**src/rtl/carfield_pkg.sv**
```systemverilog
// carfield_pkg: shared Carfield constants, power-state encoding and counter sizing helper
package carfield_pkg;
  localparam int unsigned NumDomains = 6;
  typedef enum logic [2:0] {OFF, CLK_ON, RST_OFF, ON, ISO_ON, RST_ON} carfield_pwr_state_e;
  function automatic int unsigned cnt_width(input int unsigned a, input int unsigned b, input int unsigned c);
    int unsigned m;
    m = (a > b) ? a : b;
    m = (m > c) ? m : c;
    return (m > 1) ? $clog2(m) : 1;
  endfunction
endpackage

```
**src/rtl/carfield_domain_pwr_fsm.sv**
```systemverilog
// carfield_domain_pwr_fsm: single-domain timed clock/reset/isolation sequencer with registered outputs
module carfield_domain_pwr_fsm
  import carfield_pkg::*;
#(
  parameter int unsigned ClkSettleCycles = 4,
  parameter int unsigned IsoCycles       = 4,
  parameter int unsigned RstCycles       = 16
) (
  input  logic                clk_i,
  input  logic                rst_ni,
  input  logic                req_i,
  input  logic                grant_i,
  output logic                clk_en_o,
  output logic                rst_no,
  output logic                iso_o,
  output logic                pwr_on_o,
  output logic                busy_o,
  output carfield_pwr_state_e state_o
);
  localparam int unsigned CntW = cnt_width(ClkSettleCycles, IsoCycles, RstCycles);
  carfield_pwr_state_e state_d;
  logic [CntW-1:0] cnt_q, cnt_d;
  logic done;
  assign done = cnt_q == '0;
  always_comb begin
    state_d = state_o;
    cnt_d   = done ? cnt_q : cnt_q - 1'b1;
    case (state_o)
      OFF:     if (req_i && grant_i) begin
                 state_d = CLK_ON;
                 cnt_d   = CntW'(ClkSettleCycles - 1);
               end
      CLK_ON:  if (done) begin
                 state_d = RST_OFF;
                 cnt_d   = CntW'(IsoCycles - 1);
               end
      RST_OFF: if (done) state_d = ON;
      ON:      if (!req_i && grant_i) begin
                 state_d = ISO_ON;
                 cnt_d   = CntW'(IsoCycles - 1);
               end
      ISO_ON:  if (done) begin
                 state_d = RST_ON;
                 cnt_d   = CntW'(RstCycles - 1);
               end
      RST_ON:  if (done) state_d = OFF;
      default: state_d = OFF;
    endcase
  end
  always_ff @(posedge clk_i or negedge rst_ni) begin
    if (!rst_ni) begin
      state_o  <= OFF;
      cnt_q    <= '0;
      clk_en_o <= 1'b0;
      rst_no   <= 1'b0;
      iso_o    <= 1'b1;
      pwr_on_o <= 1'b0;
      busy_o   <= 1'b0;
    end else begin
      state_o  <= state_d;
      cnt_q    <= cnt_d;
      clk_en_o <= state_d != OFF;
      rst_no   <= state_d inside {RST_OFF, ON, ISO_ON};
      iso_o    <= state_d != ON;
      pwr_on_o <= state_d == ON;
      busy_o   <= !(state_d inside {OFF, ON});
    end
  end
endmodule

```
**src/rtl/carfield_domain_pwr_seq.sv**
```systemverilog
// carfield_domain_pwr_seq: per-domain power sequencers with optional fixed-priority serialisation
module carfield_domain_pwr_seq #(
  parameter int unsigned                  NumDomains      = carfield_pkg::NumDomains,
  parameter int unsigned                  ClkSettleCycles = 4,
  parameter int unsigned                  IsoCycles       = 4,
  parameter int unsigned                  RstCycles       = 16,
  parameter bit                           Serialise       = 1'b1,
  parameter logic [NumDomains-1:0]        ForceOnMask     = '0
) (
  input  logic                    clk_i,
  input  logic                    rst_ni,
  input  logic [NumDomains-1:0]   en_req_i,
  output logic [NumDomains-1:0]   clk_en_o,
  output logic [NumDomains-1:0]   rst_no,
  output logic [NumDomains-1:0]   iso_o,
  output logic [NumDomains-1:0]   pwr_on_o,
  output logic                    busy_o,
  output logic [3*NumDomains-1:0] state_o
);
  import carfield_pkg::*;
  logic [NumDomains-1:0] req, busy, mismatch, grant;
  carfield_pwr_state_e st [NumDomains];
  assign req    = en_req_i | ForceOnMask;
  assign busy_o = |busy;
  assign grant  = !Serialise ? '1 : busy_o ? '0 : mismatch & (~mismatch + 1'b1);
  for (genvar d = 0; d < NumDomains; d++) begin : g_dom
    assign mismatch[d]       = req[d] != (st[d] == ON);
    assign state_o[3*d +: 3] = st[d];
    carfield_domain_pwr_fsm #(
      .ClkSettleCycles(ClkSettleCycles),
      .IsoCycles      (IsoCycles),
      .RstCycles      (RstCycles)
    ) u_fsm (
      .clk_i   (clk_i),
      .rst_ni  (rst_ni),
      .req_i   (req[d]),
      .grant_i (grant[d]),
      .clk_en_o(clk_en_o[d]),
      .rst_no  (rst_no[d]),
      .iso_o   (iso_o[d]),
      .pwr_on_o(pwr_on_o[d]),
      .busy_o  (busy[d]),
      .state_o (st[d])
    );
  end
endmodule

```
**config.mk**
```make
export PLATFORM = sky130hd
export DESIGN_NAME = carfield_domain_pwr_seq
export DESIGN_NICKNAME = d
export VERILOG_FILES = /design/src/rtl/carfield_pkg.sv /design/src/rtl/carfield_domain_pwr_fsm.sv /design/src/rtl/carfield_domain_pwr_seq.sv
export SDC_FILE = /design/constraint.sdc
export NUM_CORES = 1
export LEC_CHECK = 0
export CAP_MARGIN = 5
export CORE_ASPECT_RATIO = 1.1
export CORE_MARGIN = 2
export CORE_UTILIZATION = 55
export CTS_BUF_LIST = sky130_fd_sc_hd__clkbuf_8 sky130_fd_sc_hd__clkbuf_16
export DETAILED_ROUTE_END_ITERATION = 10
export PLACE_DENSITY = 0.86
export SETUP_SLACK_MARGIN = 0.15
export SYNTH_ARGS = -nofsm -noshare
export SYNTH_HDL_FRONTEND = slang
export SYNTH_SLANG_ARGS = --single-unit
```
**constraint.sdc**
```tcl
create_clock -name clk_i -period 4.4 [get_ports clk_i]
set_input_delay 0.88 -clock clk_i [delete_from_list [all_inputs] [get_ports clk_i]]
set_output_delay 0.88 -clock clk_i [all_outputs]
set_load 0.01 [all_outputs]
```
==> impl_metrics.ini <==
[critical_path]
arrival_ns = 2.34
end_kind = primary output
crit_path_start_kind = flip-flop
worst_ep_required_time_ns = 3.52
cp_max_fo = 5
criticalPathCategory = flip-flop to primary output

[cts]
cts_buffers = 9
post_cts_buffers = 0
h-tree-depth = 3
cts_tree = done
cts_resized = 0
cts.clk_slew.worst_paths_ns = 0.08
holdBufCountCts = 0
cts_sinks = 72
insertion_delay_ns = 0.35
cts_root_buffer = clkbuf_8
cts_buffer_depth = 2

[finish]
area_delta_synth_final_pct = 14.0
fin_cells = 616
n_antenna_cell = 0
final_nets = 526
fin_area_sq_mm = 0.00484
layout-drive-gt1-share = 0.0802

[global_routing]
grt_antenna_before_repair = 0
grt_start_max_net_pins = 41
grt_usage = 0.223
grt_pass1_vias = 3177
grt_pass1_wl_microns = 14900
grt_overflow = 0

[synthesis]
synth-seq-area-share = 0.426
synth_cells = 491
syn_area_sq_mm = 0.00424
yosys_register_bits = 72
yosys-top-cells-area = dfrtp_1, a21oi_1, nor2_1, nand2_1, buf_4
yosys_warnings = 0
yosysUniqueCellTypes = 60
synth_edf_count = 0
synth_flop_cell = dfrtp_1
avgSynthCellArea_sq_um = 8.64
postSynth.asyncResetShare = 1.00
synth_top_cell_by_area = dfrtp_1
synth_top_cell_area_share = 0.389
synthesis.nets = 511

[sta]
max_freq_mhz = 311
period_share = 0.731
hold_viol_final = 0
slew_headroom = 0.241
slew_violations = 0
period_minus_slack_ns = 3.22
finClkSkew_ns = 0.0146
tns_ns = 0
finalSetupViolCount = 0
tightest_slew_ns = 1.14
rsz0062_at_grt = no

[power]
p_comb_frac = 0.438
seqPwrFrac = 0.381
p_clk_frac = 0.182
ir_drop_mv = 0.324
internal-power_w = 0.00197
p_sw_frac = 0.391
p_per_area_mw_per_mm2 = 668
leakage_nw = 2.04
netSwitchingPower_w = 0.00126

[flow_run]
maxCapViolCount = 0

[drt]
top_layer_used = met4
drc = 0
drt_iter0_drc = 142
post_drt_wl_per_cell_microns = 14.0
drtAntennaViolNets = 0
num_vias = 3523
drt-met1-wl_microns = 3780
drt-total-wl_microns = 8620
met3_wirelength_microns = 390
via_per_inst = 5.72
met2_wirelength_microns = 4330
drtPass1Iterations = 6

[floorplanning]
die_h_microns = 96.1
initial_utilization = 0.568
rows = 33
die_w_microns = 87.8
io_pins = 51
core_area_sq_mm = 0.00747
die_area_sq_mm = 0.00844

[status]
status = finished clean

[worst_hold_path]
hold_path_class = flip-flop to flip-flop

[placement]
place.gp.congestion = 0.881
dp_hpwl_microns = 6110
detailed_place.area_sq_mm = 0.00461
dpl.cell_count = 600
numPortBuffers = 50
## logic make-up after synthesis
kind of cell | after synthesis | synth area share
mux | 4 | 0.00973
compound gates | 113 | 0.177
buf+inv | 81 | 0.0929
fa+ha+maj | 12 | 0.0354
xor+xnor | 11 | 0.0227
simple gates | 198 | 0.236
flops | 72 | 0.426
## synth_stat cells, types with 2 or more instances
library cell / instances
xor2_1: 2
a22o_1: 2
a211oi_1: 5
a31oi_1: 7
nand2b_1: 10
nor2_1: 51
buf_1: 2
dfstp_2: 6
and2_1: 4
or2_2: 4
and3_1: 3
o21ai_0: 20
nor3b_1: 3
nor2b_1: 8
a32o_1: 3
clkbuf_1: 21
a211o_1: 2
a21oi_1: 40
clkinv_1: 2
mux2i_1: 3
nor4_1: 3
inv_1: 32
dfrtp_1: 66
xnor2_1: 9
a221oi_1: 2
o31ai_1: 4
nand3b_1: 6
or3_1: 16
nor3_1: 22
nand3_1: 11
or4_4: 2
buf_4: 24
a21boi_0: 2
o22ai_1: 6
nand2_1: 49
a22oi_1: 4
ha_1: 12
## cells in the final DEF, fill, tap and decap left out, types with 5 or more instances in the layout
| cell type | count |
|---|---|
| a21oi_1 | 40 |
| dfstp_2 | 6 |
| o22ai_1 | 6 |
| xnor2_1 | 9 |
| inv_1 | 32 |
| dfrtp_1 | 66 |
| a211oi_1 | 5 |
| nand3_1 | 11 |
| nor3_1 | 22 |
| clkbuf_8 | 10 |
| a31oi_1 | 7 |
| nand2_1 | 49 |
| nor2_1 | 51 |
| or3_1 | 16 |
| ha_1 | 12 |
| nand3b_1 | 6 |
| nand2b_1 | 10 |
| clkdlybuf4s50_1 | 49 |
| nor2b_1 | 8 |
| o21ai_0 | 20 |
## final timing paths
check / startpoint / to / slack (ns) / cells after the start
max: g_dom[0].u_fsm.busy_o / busy_o / 1.18 / 4
min: g_dom[5].u_fsm.cnt_q[3] / g_dom[5].u_fsm.cnt_q[3] / 0.51 / 1
max reg2reg: g_dom[0].u_fsm.busy_o / g_dom[3].u_fsm.cnt_q[2] / 1.49 / 6
min reg2reg: g_dom[5].u_fsm.cnt_q[3] / g_dom[5].u_fsm.cnt_q[3] / 0.51 / 1
max in group asynchronous: rst_ni / g_dom[4].u_fsm.iso_o / 2.82 / 2
min in group asynchronous: rst_ni / g_dom[1].u_fsm.clk_en_o / 0.59 / 1
## registers in the layout, summed over array words and instances, names as in the netlist
| signal | cells |
|---|---|
| g_dom.u_fsm.pwr_on_o | 6 |
| g_dom.u_fsm.cnt_q | 24 |
| g_dom.u_fsm.clk_en_o | 6 |
| g_dom.u_fsm.iso_o | 6 |
| g_dom.u_fsm.rst_no | 6 |
| g_dom.u_fsm.state_o | 18 |
| g_dom.u_fsm.busy_o | 6 |
## worst max-delay path, cell delays in order (launching register included)
cell and delay [ns]:
dfrtp_1 0.37, or4_4 0.54, nor3_1 0.43, inv_1 0.15, clkdlybuf4s50_1 0.51
## power by group through the flow
| stage | clock network, W | registers [W] | logic, W |
|---|---|---|---|
| 2_1_floorplan | 0 | 0.00110 | 0.00116 |
| 3_3_place_gp | 0 | 0.00122 | 0.00135 |
| 3_5_place_dp | 0 | 0.00124 | 0.00141 |
| 4_1_cts | 0.000601 | 0.00123 | 0.00142 |
| 5_1_grt | 0.000632 | 0.00128 | 0.00161 |
| 6_report | 0.000587 | 0.00123 | 0.00142 |
## routing by layer
| layer | global-route usage | up-vias |
|---|---|---|
| met5 | 0 | - |
| met1 | 0.300 | 1684 |
| met4 | 0.0885 | 0 |
| li1 | - | 1728 |
| met2 | 0.361 | 102 |
| met3 | 0.0360 | 9 |
## final cells by class
type,instances,area [sq um]
fill,593,2630
multi-input combinational,338,2040
timing repair buffer,51,503
inverter,34,128
tap,105,131
sequential,72,1810
clock buffer,10,138
clock inverter,6,90.1
## per-stage QoR
step                      hold slack [ns]   util  setup slack, ns  power [W]
final                               0.509  0.648             1.18    0.00323
after global routing                0.538  0.648             1.11    0.00352
after CTS                           0.504  0.648             1.19    0.00325
after detailed placement            0.493  0.617             1.00    0.00265
after global placement              0.478  0.617             1.05    0.00258
after floorplan                     0.456      -             1.79    0.00226
No activity file was read; power rests on OpenSTA's default activity.
